**src/rtl/hc595_shift_out.sv**
```systemverilog
// Serialises the {seg,sel} pair into two cascaded 74HC595s, sending a 14-bit frame LSB first only on change.
// Define HC595_REFRESH_EN to also force a periodic re-send every REFRESH_CYC cycles.
module hc595_shift_out #(
    parameter int unsigned CLK_DIV     = 2,
    parameter logic [23:0] REFRESH_CYC = 24'd4_999_999
) (
    input  logic       sys_clk,
    input  logic       sys_rst_n,
    input  logic [7:0] seg,
    input  logic [5:0] sel,
    output logic       ds,
    output logic       shcp,
    output logic       stcp,
    output logic       oe
);

    localparam int unsigned      DIV_W    = $clog2(2 * CLK_DIV + 1);
    localparam logic [DIV_W-1:0] DIV_HI   = DIV_W'(CLK_DIV);
    localparam logic [DIV_W-1:0] DIV_END  = DIV_W'(2 * CLK_DIV - 1);
    localparam logic [DIV_W-1:0] LAT_END  = DIV_W'(CLK_DIV - 1);
    localparam logic [3:0]       LAST_BIT = 4'd13;

    if (CLK_DIV == 0 || REFRESH_CYC == 24'd0) begin : g_bad_cfg
        $error("hc595_shift_out: CLK_DIV and REFRESH_CYC must be at least 1");
    end

    typedef enum logic [1:0] {
        ST_IDLE,
        ST_LOAD,
        ST_SHIFT,
        ST_LATCH
    } state_t;

    state_t           r_state,    w_state_nxt;
    logic [13:0]      r_snap,     w_snap_nxt;
    logic [13:0]      r_shadow,   w_shadow_nxt;
    logic             r_pending,  w_pending_nxt;
    logic             r_oe,       w_oe_nxt;
    logic [3:0]       r_bit_cnt,  w_bit_nxt;
    logic [DIV_W-1:0] r_div_cnt,  w_div_nxt;
    logic             r_ds,       w_ds_nxt;
    logic             r_shcp,     w_shcp_nxt;
    logic             r_stcp,     w_stcp_nxt;
    logic [13:0]      w_frame;
    logic             w_ref_wrap;

    assign w_frame = {seg, sel};

`ifdef HC595_REFRESH_EN
    logic [23:0] r_ref_cnt;

    assign w_ref_wrap = (r_ref_cnt == REFRESH_CYC - 24'd1);

    always_ff @(posedge sys_clk or negedge sys_rst_n) begin
        if (!sys_rst_n)      r_ref_cnt <= '0;
        else if (w_ref_wrap) r_ref_cnt <= '0;
        else                 r_ref_cnt <= r_ref_cnt + 24'd1;
    end
`else
    assign w_ref_wrap = 1'b0;
`endif

    always_ff @(posedge sys_clk or negedge sys_rst_n) begin
        if (!sys_rst_n) begin
            r_state   <= ST_IDLE;
            r_snap    <= '0;
            r_shadow  <= '0;
            r_pending <= 1'b1;
            r_oe      <= 1'b1;
            r_bit_cnt <= '0;
            r_div_cnt <= '0;
            r_ds      <= 1'b0;
            r_shcp    <= 1'b0;
            r_stcp    <= 1'b0;
        end else begin
            r_state   <= w_state_nxt;
            r_snap    <= w_snap_nxt;
            r_shadow  <= w_shadow_nxt;
            r_pending <= w_pending_nxt;
            r_oe      <= w_oe_nxt;
            r_bit_cnt <= w_bit_nxt;
            r_div_cnt <= w_div_nxt;
            r_ds      <= w_ds_nxt;
            r_shcp    <= w_shcp_nxt;
            r_stcp    <= w_stcp_nxt;
        end
    end

    always_comb begin
        w_state_nxt   = r_state;
        w_snap_nxt    = r_snap;
        w_shadow_nxt  = r_shadow;
        w_pending_nxt = r_pending;
        w_oe_nxt      = r_oe;
        w_bit_nxt     = r_bit_cnt;
        w_div_nxt     = r_div_cnt;

        unique case (r_state)
            ST_IDLE: begin
                if ((w_frame != r_shadow) || r_pending) w_state_nxt = ST_LOAD;
            end
            ST_LOAD: begin
                w_snap_nxt    = w_frame;
                w_shadow_nxt  = w_frame;
                w_pending_nxt = 1'b0;
                w_bit_nxt     = '0;
                w_div_nxt     = '0;
                w_state_nxt   = ST_SHIFT;
            end
            ST_SHIFT: begin
                if (r_div_cnt == DIV_END) begin
                    w_div_nxt = '0;
                    if (r_bit_cnt == LAST_BIT) w_state_nxt = ST_LATCH;
                    else                       w_bit_nxt   = r_bit_cnt + 4'd1;
                end else begin
                    w_div_nxt = r_div_cnt + 1'b1;
                end
            end
            ST_LATCH: begin
                if (r_div_cnt == LAT_END) begin
                    w_div_nxt   = '0;
                    w_oe_nxt    = 1'b0;
                    w_state_nxt = ST_IDLE;
                end else begin
                    w_div_nxt = r_div_cnt + 1'b1;
                end
            end
            default: w_state_nxt = ST_IDLE;
        endcase

        // A refresh wrap wins over the LOAD clear so a wrap inside a frame queues a re-send.
        if (w_ref_wrap) w_pending_nxt = 1'b1;

        // Pin values are derived from the next state so every pin leaves a flop.
        w_shcp_nxt = (w_state_nxt == ST_SHIFT) && (w_div_nxt >= DIV_HI);
        w_stcp_nxt = (w_state_nxt == ST_LATCH);
        w_ds_nxt   = ((w_state_nxt == ST_SHIFT) && (w_div_nxt == '0)) ? w_snap_nxt[w_bit_nxt] : r_ds;
    end

    assign ds   = r_ds;
    assign shcp = r_shcp;
    assign stcp = r_stcp;
    assign oe   = r_oe;

endmodule

```
**config.mk**
```make
export PLATFORM = sky130hd
export DESIGN_NAME = hc595_shift_out
export DESIGN_NICKNAME = d
export VERILOG_FILES = /design/src/rtl/hc595_shift_out.sv
export SDC_FILE = /design/constraint.sdc
export NUM_CORES = 1
export LEC_CHECK = 0
export ABC_AREA = 1
export BUFFER_PORTS_ARGS = -buffer_cell sky130_fd_sc_hd__clkbuf_2
export CORE_MARGIN = 2
export CORE_UTILIZATION = 50
export CTS_CLUSTER_DIAMETER = 60
export CTS_CLUSTER_SIZE = 8
export DETAILED_ROUTE_END_ITERATION = 10
export PLACE_DENSITY = 0.69
export SYNTH_ARGS = -nofsm -noshare
export SYNTH_HDL_FRONTEND = slang
export SYNTH_SLANG_ARGS = --single-unit
export TNS_END_PERCENT = 100
```
**constraint.sdc**
```tcl
create_clock -name sys_clk -period 4.8 [get_ports sys_clk]
set_input_delay 0.96 -clock sys_clk [delete_from_list [all_inputs] [get_ports sys_clk]]
set_output_delay 0.96 -clock sys_clk [all_outputs]
set_load 0.005 [all_outputs]
```
==> results of run 1 <==
worst reg2reg max path, cell delays in order, from the launching register on:
cell	delay (ns)
dfrtp_1	0.42
inv_1	0.11
ha_1	0.67
inv_2	0.37
nand2_1	0.13
and2_1	0.16
nand4_1	0.10
nand3_1	0.10
nand2_1	0.05
nand2_1	0.05
nand2_1	0.04
nand2_1	0.05
nand2_1	0.04
nand2_1	0.05
nand2_1	0.04
cells by family after synthesis:
group,count (synthesis)
simple gates,156
buf+inv,51
flops,42
compound gates,24
fa+ha+maj,10
xor+xnor,6
how the worst min path moves through the flow:
stage                          start               endpoint  slack [ns]
4_1_cts               oe$_DFFE_PN1P_         oe$_DFFE_PN1P_        0.45
3_5_place_dp          oe$_DFFE_PN1P_         oe$_DFFE_PN1P_        0.44
6_report              oe$_DFFE_PN1P_         oe$_DFFE_PN1P_        0.45
2_1_floorplan  r_pending$_DFFE_PN1P_  r_pending$_DFFE_PN1P_        0.43
3_3_place_gp          oe$_DFFE_PN1P_         oe$_DFFE_PN1P_        0.44
5_1_grt               oe$_DFFE_PN1P_         oe$_DFFE_PN1P_        0.46
final cells by class:
| class | count | share of cell area |
|---|---|---|
| inverter | 47 | 0.0694 |
| clock buffer | 5 | 0.0271 |
| sequential | 42 | 0.414 |
| multi-input combinational | 196 | 0.418 |
| timing repair buffer | 19 | 0.0374 |
| clock inverter | 3 | 0.00837 |
| tap | 52 | 0.0256 |
per-layer routing:
layer / GRT usage / part of all wire / up-vias
met5: 0 / 0 / -
met4: 0.0650 / 0.016 / 0
met3: 0.0597 / 0.052 / 9
met2: 0.326 / 0.46 / 43
met1: 0.278 / 0.48 / 855
li1: - / - / 951
state kept, by name (all words and copies together), names as in the netlist:
signal,flops
r_shadow,14
r_snap,14
r_bit_cnt,4
r_div_cnt,3
r_state,2
ds,1
oe,1
r_pending,1
shcp,1
stcp,1
cell usage in the layout (no fill, tap or decap), drive strengths merged, types with 3 or more instances in the layout:
master,Yosys,final
and2,6,6
clkbuf,0,24
dfrtp,40,40
ha,10,10
inv,47,47
nand2,97,97
nand3,25,25
nand4,11,11
nor2,14,14
o21ai,17,17
o22ai,3,3
xnor2,4,4
metrics by stage:
| step | hold WS [ns] | total power [mW] |
|---|---|---|
| 2_1_floorplan | 0.425 | 1.08 |
| 3_3_place_gp | 0.436 | 1.22 |
| 3_5_place_dp | 0.443 | 1.24 |
| 4_1_cts | 0.454 | 1.47 |
| 5_1_grt | 0.464 | 1.62 |
| 6_report | 0.453 | 1.46 |
where the power goes:
group          internal (mW)  switching, mW
Combinational          0.219          0.441
Clock                  0.102          0.126
Sequential             0.502         0.0724
Total                  0.823          0.639
==> metrics.txt, run 1 <==
outcome finished, final reports clean; CORE AREA about 4400 um2; CTS tree yes; number of max-cap violations 0; final worst slack 2.34 ns; Die Y just over 70 um; Post-Synth Simple-Gate Area 0.328; Area Growth Syn to Fin 9.96%; Post-Syn Nets 315; Crit path max-delay family simple AND/OR/NAND/NOR gates; slowest cell delay on critical path 0.67 ns; final hold viol count 0; DR WL/cell about 12 um; total global routing overflow 0; Worst-Margin Slew approximately 1.0 ns; largest family of logic cells by synthesized area simple AND/OR/NAND/NOR gates; WHS Path Cells 2; ANT nets after route 0; first-pass GRT wire length 8.32 mm; Post-Synth XOR/XNOR Area 0.0227; io pins 20; sequential area share after synthesis 0.456; mux share of post-synthesis cell area 0; crit path from r_state[1]$_DFF_PN0_; fin util 0.576; Row Count 24; Initial Util 0.524; initial drt markers 130; crit path time final roughly 2.5 ns; CTS sink count 42; total global routing track utilization 0.207; crit end category flop; area share of the largest cell type after synthesis 0.433; DRC viols 0; die area a little over 5000 um2; WL final roughly 4.5 mm; Commonest cells post-synth 90 x nand2_1, 41 x inv_1, 40 x dfrtp_1, 22 x nand3_1; area taken by multi-input logic gates between 1000 and 1500 um2; initial antenna violation count 0; synthesized area between 2000 and 2500 um2; Post-Place Cells 356; Crit Path Max Fanout 23; largest net degree at the start of global routing 43; cell area after layout approximately 2500 um2; CP Class flop to flop; synthesized area per cell between 8 and 9 um2; Worst Path Required approximately 5.0 ns; maximum VDD drop 0.304 mV; root buffer cell clkbuf_8; Slew Limit Fails 0; hpwl dp roughly 3.4 mm; Reg2Reg Depth 14; pwr/cell area between 500 and 600 nW/um2; nets 337; Critical R2R Launch r_state[1]$_DFF_PN0_; via count ~1,900; leading area contributor after synthesis dfrtp_1; Tcrit/Tclk final 0.512; Max clock buf depth 2; Adder-Cell Fraction of Synth Area 0.0541; worst r2r dst ds$_DFFE_PN0P_; register area between 1000 and 1500 um2; # diodes 0; crit path to ds$_DFFE_PN0P_; EDFF count, synth 0; CP cell instances inv_1 > ha_1 > inv_2 > nand2_1 > and2_1 > nand4_1 > nand3_1 > nand2_1 > nand2_1 > nand2_1 > nand2_1 > nand2_1 > nand2_1 > nand2_1; maximum achievable frequency a little over 400 MHz; crit path launch type flop; Post-Layout Cell Count 364; share of cells above drive strength 1 0.154; FF-to-FF setup slack approximately 2.3 ns; #FFs+latches synth 42; latest clock arrival within the worst-skew pair approximately 0.30 ns; critical path arrival around 2.7 ns; router iterations before antenna repair 4; GP Congestion 0.821; Setup Fix Bufs, Post-CTS 0; crit path buf inv count 2; die width approximately 70 um; RSZ-0062 raised after global routing false; max_slew headroom 0.318; number of port buffers 19; htree depth 2; hold crit path type flop to flop; Worst path slowest cell ha_1; clk_skew ~0.014 ns; number of library cell types mapped by synthesis 26; Clock transition at path regs about 0.080 ns; Async S/R FF share, synth 1.00; stages on the worst setup path 14; Setup TNS Final 0 ns; top post-synthesis cells by area dfrtp_1 43%, nand2_1 15%, inv_1 6.7%, ha_1 5.4%, nand3_1 4.8%; Static Leak ~1.4 nW; total of warnings raised by yosys 0; Hold-fix buffers, CTS 0; TritonCTS buffer count 5; vias in the first global route 1,880; Primary FF master, synth dfrtp_1; most used cell, CP nand2_1; FILL cells 430; DR vias/cell 5.10; Synth Area in Compound Gates 0.0547; CTS-repair resized insts 0; Post-Place Cell Area about 2500 um2; worst slack, placed around 2.3 ns; final setup fails 0; Cells after Synth 289; count leader, synth nand2_1
(Power assumes the default switching activity.)
==> inputs of run 2 (changes only) <==
--- a/config.mk
+++ b/config.mk
@@ -5,7 +5,7 @@
 export SDC_FILE = /design/constraint.sdc
 export NUM_CORES = 1
 export LEC_CHECK = 0
-export ABC_AREA = 1
+export ABC_AREA = 0
 export BUFFER_PORTS_ARGS = -buffer_cell sky130_fd_sc_hd__clkbuf_2
 export CORE_MARGIN = 2
 export CORE_UTILIZATION = 50
==> constraint.sdc (replaced) <==
create_clock -name sys_clk -period 2.55 [get_ports sys_clk]
set_input_delay 0.51 -clock sys_clk [delete_from_list [all_inputs] [get_ports sys_clk]]
set_output_delay 0.51 -clock sys_clk [all_outputs]
set_load 0.005 [all_outputs]
==> run 2 against run 1 <==
Cell count down 12%. Critical path type unchanged. Utilization is 2.0 points higher. Critical path depth down 4. Worst setup slack lost 2.2 ns.
==> metrics.txt, run 2 <==
outcome finished, final reports clean; worst hold margin 0.273 ns (-0.180 ns); synthesized area per cell 9.67 um2 (+21%); Post-Place Cells 311 (-13%); Async S/R FF share, synth 1.00 (unchanged); final hold viol count 0 (unchanged); final worst slack 0.128 ns (-2.21 ns); maximum VDD drop 0.913 mV (+200%); cell area after layout 2630 um2 (+3.4%); Worst Path Required 2.72 ns (-2.28 ns); root buffer cell clkbuf_8; total of warnings raised by yosys 0 (unchanged); latest clock arrival within the worst-skew pair 0.29 ns (about the same); initial drt markers 85 (-35%); via count 1,657 (-11%); total global routing track utilization 0.198 (-0.00918); Clock transition at path regs 0.08 ns (about the same); Static Leak 1.26 nW (-9.2%); Cells after Synth 240 (-17%); share of cells above drive strength 1 0.187 (+0.0334); Crit Path Max Fanout 8 (-65%); Post-Syn Nets 266 (-16%); leading area contributor after synthesis dfrtp_1; first-pass GRT wire length 7.82 mm (-6.1%); Slew Limit Fails 0 (unchanged); CTS sink count 42 (unchanged); total global routing overflow 0 (unchanged); critical path arrival 2.59 ns (-0.06 ns); Primary FF master, synth dfrtp_1; GP Congestion 0.830 (+1.1%); synthesized area 2320 um2 (+0.32%); Post-Place Cell Area 2500 um2 (+2.0%); Row Count 24 (unchanged); nets 292 (-13%); most frequent cells in the layout 40 x dfrtp_1, 39 x inv_1, 30 x o21ai_0, 19 x clkbuf_2, 18 x nand2_1; max_slew headroom 0.651 (+0.334); clk_skew 0.00584 ns (-0.00826 ns); number of port buffers 19 (unchanged); # diodes 0 (unchanged); fin util 0.596 (+0.0198); CORE AREA 4410 um2 (unchanged); maximum achievable frequency 413 MHz (+1.5%); top post-synthesis cells by area dfrtp_1 43%, o21ai_0 6.5%, inv_1 6.3%, ha_1 5.4%, mux2i_1 4.3%; crit path time final 2.42 ns (-0.0367 ns); number of library cell types mapped by synthesis 53 (+100%); Area Growth Syn to Fin 13.4%; ANT nets after route 0 (unchanged); die width 72.1 um (+0.15%); TritonCTS buffer count 5 (unchanged); total power 3.05 mW (+110%); Post-Layout Cell Count 319 (-12%); Max clock buf depth 2 (unchanged); hold crit path type input pin to async pin; hpwl dp 3.27 mm (-4.1%); crit end category flop; die area 5200 um2 (+0.31%); WL final 4.43 mm (-2.5%); sequential area share after synthesis 0.454 (-0.00147); Commonest cells post-synth 40 x dfrtp_1, 39 x inv_1, 30 x o21ai_0, 18 x nand2_1; Initial Util 0.526 (+0.00170); Setup TNS Final 0 ns (unchanged); router iterations before antenna repair 4 (unchanged); DR vias/cell 5.19 (+1.8%); Die Y 72.1 um (+0.15%); Worst-Margin Slew 0.523 ns (-0.500 ns); biggest regs r_shadow (14), r_snap (14), r_bit_cnt (4); EDFF count, synth 0 (unchanged); number of max-cap violations 0 (unchanged); vias in the first global route 1,692 (-10%); CTS tree yes; pwr/cell area 1160 nW/um2 (+100%); DR WL/cell 13.9 um (+11%); worst slack, placed 0.108 ns (-2.24 ns); count leader, synth dfrtp_1; crit path launch type flop; initial antenna violation count 0 (unchanged); #FFs+latches synth 42 (unchanged); DRC viols 0 (unchanged); final setup fails 0 (unchanged); commonest non-fill, non-tap cell in the layout dfrtp_1; Tcrit/Tclk final 0.950 (+0.438); largest net degree at the start of global routing 43 (unchanged); area share of the largest cell type after synthesis 0.431 (-0.00140); CP Class flop to flop; io pins 20 (unchanged); htree depth 2 (unchanged); RSZ-0062 raised after global routing false
-- run 2: kinds of logic (layout without fill, tap and decap cells) --
group                      count (synthesis)  after routing  share of synthesized area
AOI/OAI and AO/OA                         63             63                      0.179
xor gates and xnor gates                  14             14                     0.0529
adders and majority gates                 10             10                     0.0539
buffers and inverters                     46             73                     0.0760
DFF                                       42             42                      0.454
muxes                                     12             12                     0.0529
and+or+nand+nor                           53             53                      0.132
-- run 2: per-layer routing --
| metal | GRT usage | wire length (um) | share of wire |
|---|---|---|---|
| met5 | 0 | 0 | 0 |
| met4 | 0.0629 | 58 | 0.013 |
| met3 | 0.0375 | 143 | 0.032 |
| met2 | 0.319 | 2060 | 0.47 |
| met1 | 0.271 | 2160 | 0.49 |
-- run 2: timing repair --
action / in CTS / in global routing
buffers inserted: 0 / 0
hold buffers: 0 / 0
gates resized for setup: 0 / 4
setup endpoints to repair: 0 / 1
-- run 2: power by group --
| part | switching [mW] | internal, mW | total (mW) | leakage, nW |
|---|---|---|---|---|
| clock | 0.217 | 0.288 | 0.505 | 0.0579 |
| sequential | 0.156 | 0.940 | 1.10 | 0.523 |
| combinational | 0.827 | 0.620 | 1.45 | 0.676 |
-- run 2: layout make-up --
type / count / area [um2]
inverter: 39 / 146
timing repair buffer: 26 / 148
fill: 391 / 1780
sequential: 42 / 1050
tap: 52 / 65.1
clock inverter: 3 / 40.0
multi-input combinational: 152 / 1110
clock buffer: 5 / 68.8
-- run 2: worst paths after layout --
kind / to / startpoint / cells past startpoint / slack (ns)
min in group sys_clk: r_shadow[1]$_DFFE_PN0P_ / sel[1] / 3 / 0.47
worst min register to register: oe$_DFFE_PN1P_ / oe$_DFFE_PN1P_ / 1 / 0.48
max in group asynchronous: oe$_DFFE_PN1P_ / sys_rst_n / 2 / 1.89
worst min-delay path: r_shadow[6]$_DFFE_PN0P_ / sys_rst_n / 2 / 0.27
worst max register to register: ds$_DFFE_PN0P_ / r_state[0]$_DFF_PN0_ / 10 / 0.13
worst max-delay path: ds$_DFFE_PN0P_ / r_state[0]$_DFF_PN0_ / 10 / 0.13
-- run 2: critical path: stages (launching register included) --
cell and delay (ns):
dfrtp_1 0.41, buf_4 0.17, ha_2 0.22, buf_4 0.17, nand2_1 0.07, o21ai_0 0.14, a221oi_1 0.39, o21bai_1 0.15
a32o_1 0.28, a41oi_2 0.21, o31ai_2 0.08
==> inputs of run 3 (changes only) <==
--- a/config.mk
+++ b/config.mk
@@ -12,8 +12,8 @@
 export CTS_CLUSTER_DIAMETER = 60
 export CTS_CLUSTER_SIZE = 8
 export DETAILED_ROUTE_END_ITERATION = 10
-export PLACE_DENSITY = 0.69
+export GPL_TIMING_DRIVEN = 0
+export PLACE_DENSITY = 0.71
 export SYNTH_ARGS = -nofsm -noshare
 export SYNTH_HDL_FRONTEND = slang
 export SYNTH_SLANG_ARGS = --single-unit
-export TNS_END_PERCENT = 100
==> constraint.sdc (replaced) <==
create_clock -name sys_clk -period 2.05 [get_ports sys_clk]
set_input_delay 0.41 -clock sys_clk [delete_from_list [all_inputs] [get_ports sys_clk]]
set_output_delay 0.41 -clock sys_clk [all_outputs]
set_load 0.005 [all_outputs]
==> run 3 against run 2 <==
The flow now finishes with violations (setup timing). Routed wire length increased by 6.7%. Critical path depth decreased by 1. Final area up 0.95%. Via count grew 5.9%. Register-to-register slack got worse by 0.39 ns. Non-clock buffer count rose by 4. Clock skew barely moved. Sequential cell count stayed put. First-iteration DRC count up 8.2%. Hold slack gained 0.0065 ns. Global-route usage grew 0.36 points.
==> metrics.txt, run 3 (synthesis results as in run 2) <==
outcome finished with violations; failing checks setup timing; total global routing track utilization 0.202 (+0.00361); total global routing overflow 0 (unchanged); worst slack, placed -0.564 ns (-0.672 ns); Max clock buf depth 2 (unchanged); area taken by multi-input logic gates 1140 um2 (+2.5%); CP Class flop to flop; CORE AREA 4410 um2 (unchanged); Sw Share 0.407 (+0.0139); routed wl met2 2.24 mm (+8.5%); maximum VDD drop 0.811 mV (-11%); critical path arrival 2.48 ns (-0.11 ns); latest clock arrival within the worst-skew pair 0.30 ns (about the same); CTS sink count 42 (unchanged); ANT nets after route 0 (unchanged); die area 5200 um2 (unchanged); crit path launch type flop; worst r2r dst ds$_DFFE_PN0P_; Static Leak 1.26 nW (+0.23%); Row Count 24 (unchanged); max_slew headroom 0.312 (-0.339); # diodes 0 (unchanged); die width 72.1 um (unchanged); initial drt markers 92 (+8.2%); clk_skew 0.00603 ns (+0.000197 ns); routed length on met1 2.24 mm (+3.5%); WL final 4.73 mm (+6.7%); final worst slack -0.259 ns (-0.387 ns); first-pass GRT wire length 8.14 mm (+4.1%); Worst-Margin Slew 1.03 ns (+0.509 ns); vias in the first global route 1,848 (+9.2%); via count 1,754 (+5.9%); most frequent cells in the layout 38 x dfrtp_1, 37 x inv_1, 29 x o21ai_0, 20 x clkbuf_2, 18 x nand2_1; sequential share of power 0.356 (-0.004); P_int 2.26 mW (+22%); Tcrit/Tclk final 1.13 (+0.177); DR vias/cell 5.45 (+4.9%); maximum achievable frequency 433 MHz (+4.9%); biggest regs r_shadow (14), r_snap (14), r_bit_cnt (4); Post-Place Cell Area 2500 um2 (-0.25%); GP Congestion 0.832 (+0.33%); hold crit path type input pin to async pin; Clock transition at path regs 0.08 ns (about the same); Die Y 72.1 um (unchanged); root buffer cell clkbuf_8; Critical R2R Launch r_state[1]$_DFF_PN0_; cell area after layout 2660 um2 (+0.95%); largest net degree at the start of global routing 43 (unchanged); NetSw 1.56 mW (+30%); register area 1060 um2 (+0.24%); worst hold margin 0.279 ns (+0.00654 ns); htree depth 2 (unchanged); FILL cells 368 (-5.9%); total power 3.82 mW (+25%); Crit Path Max Fanout 4 (-4); Initial Util 0.526 (unchanged); pwr/cell area 1440 nW/um2 (+24%); DR top layer met4; final setup fails 1 (+1); Setup TNS Final -0.259 ns (-0.259 ns); final hold viol count 0 (unchanged); Worst Path Required 2.22 ns (-0.50 ns); DR WL/cell 14.7 um (+5.7%); io pins 20 (unchanged); CTS tree yes; RSZ-0062 raised after global routing true; nets 296 (+1.4%); metal3 WL 143 um (unchanged); hpwl dp 3.38 mm (+3.4%); crit path time final 2.31 ns (-0.113 ns); part of the total power dissipated in combinational logic 0.512 (+0.037); number of max-cap violations 0 (unchanged); number of port buffers 19 (unchanged); crit end category flop; commonest non-fill, non-tap cell in the layout dfrtp_1; FF-to-FF setup slack -0.26 ns (-0.39 ns); Area Growth Syn to Fin 14.5%; Clk network pwr share 0.132 (-0.034); Reg2Reg Depth 9 (-1); Slew Limit Fails 0 (unchanged); initial antenna violation count 0 (unchanged); DRC viols 0 (unchanged); router iterations before antenna repair 4 (unchanged); TritonCTS buffer count 5 (unchanged); share of cells above drive strength 1 0.230 (+0.0424)
run 3: timing repair:
action	in CTS	in global routing
pin swaps	2	2
cloned	0	0
setup buffers	6	1
endpoints found under the setup margin	12	1
hold buffers	0	0
resized for setup	9	5
run 3: metrics by stage:
stage          cells   util
2_1_floorplan    240      -
3_3_place_gp     311  0.565
3_5_place_dp     311  0.565
4_1_cts          322  0.596
5_1_grt          322  0.601
6_report         322  0.601
run 3: routing by layer:
| layer | up-vias | GRT usage |
|---|---|---|
| met3 | 10 | 0.0375 |
| met2 | 28 | 0.330 |
| li1 | 873 | - |
| met1 | 843 | 0.264 |
| met5 | - | 0 |
| met4 | 0 | 0.0839 |
run 3: layout make-up:
type | instances | share of cell area
Multi-Input combinational cell | 152 | 0.428
Tap cell | 52 | 0.0245
Timing Repair Buffer | 26 | 0.0556
Buffer | 4 | 0.00943
Clock inverter | 2 | 0.00377
Clock buffer | 5 | 0.0259
Sequential cell | 42 | 0.398
Inverter | 39 | 0.0551
run 3: power groups by stage:
stage	Clock, mW	Sequential (mW)	Combinational [mW]
global route	0.546	1.40	2.19
global placement	0	1.38	1.71
floorplan	0	1.34	1.35
finish	0.503	1.36	1.95
detailed placement	0	1.39	1.73
CTS	0.511	1.36	1.87
run 3: critical path: stages (launching register included):
cell      delay, ns
dfrtp_1        0.37
inv_2          0.08
ha_4           0.29
nand3b_4       0.09
or3_4          0.34
a21oi_4        0.18
mux2_4         0.31
a32o_1         0.24
a41oi_2        0.18
o31ai_2        0.09
run 3: how the worst max path moves through the flow:
stage | startpoint | to | slack (ns) | cells past startpoint
4_1_cts | r_state[1]$_DFF_PN0_ | ds$_DFFE_PN0P_ | -0.29 | 9
6_report | r_state[1]$_DFF_PN0_ | ds$_DFFE_PN0P_ | -0.26 | 9
3_5_place_dp | r_state[0]$_DFF_PN0_ | ds$_DFFE_PN0P_ | -0.56 | 9
2_1_floorplan | r_state[0]$_DFF_PN0_ | ds$_DFFE_PN0P_ | -0.31 | 9
5_1_grt | r_state[1]$_DFF_PN0_ | ds$_DFFE_PN0P_ | -0.32 | 9
3_3_place_gp | r_state[1]$_DFF_PN0_ | ds$_DFFE_PN0P_ | -0.54 | 11
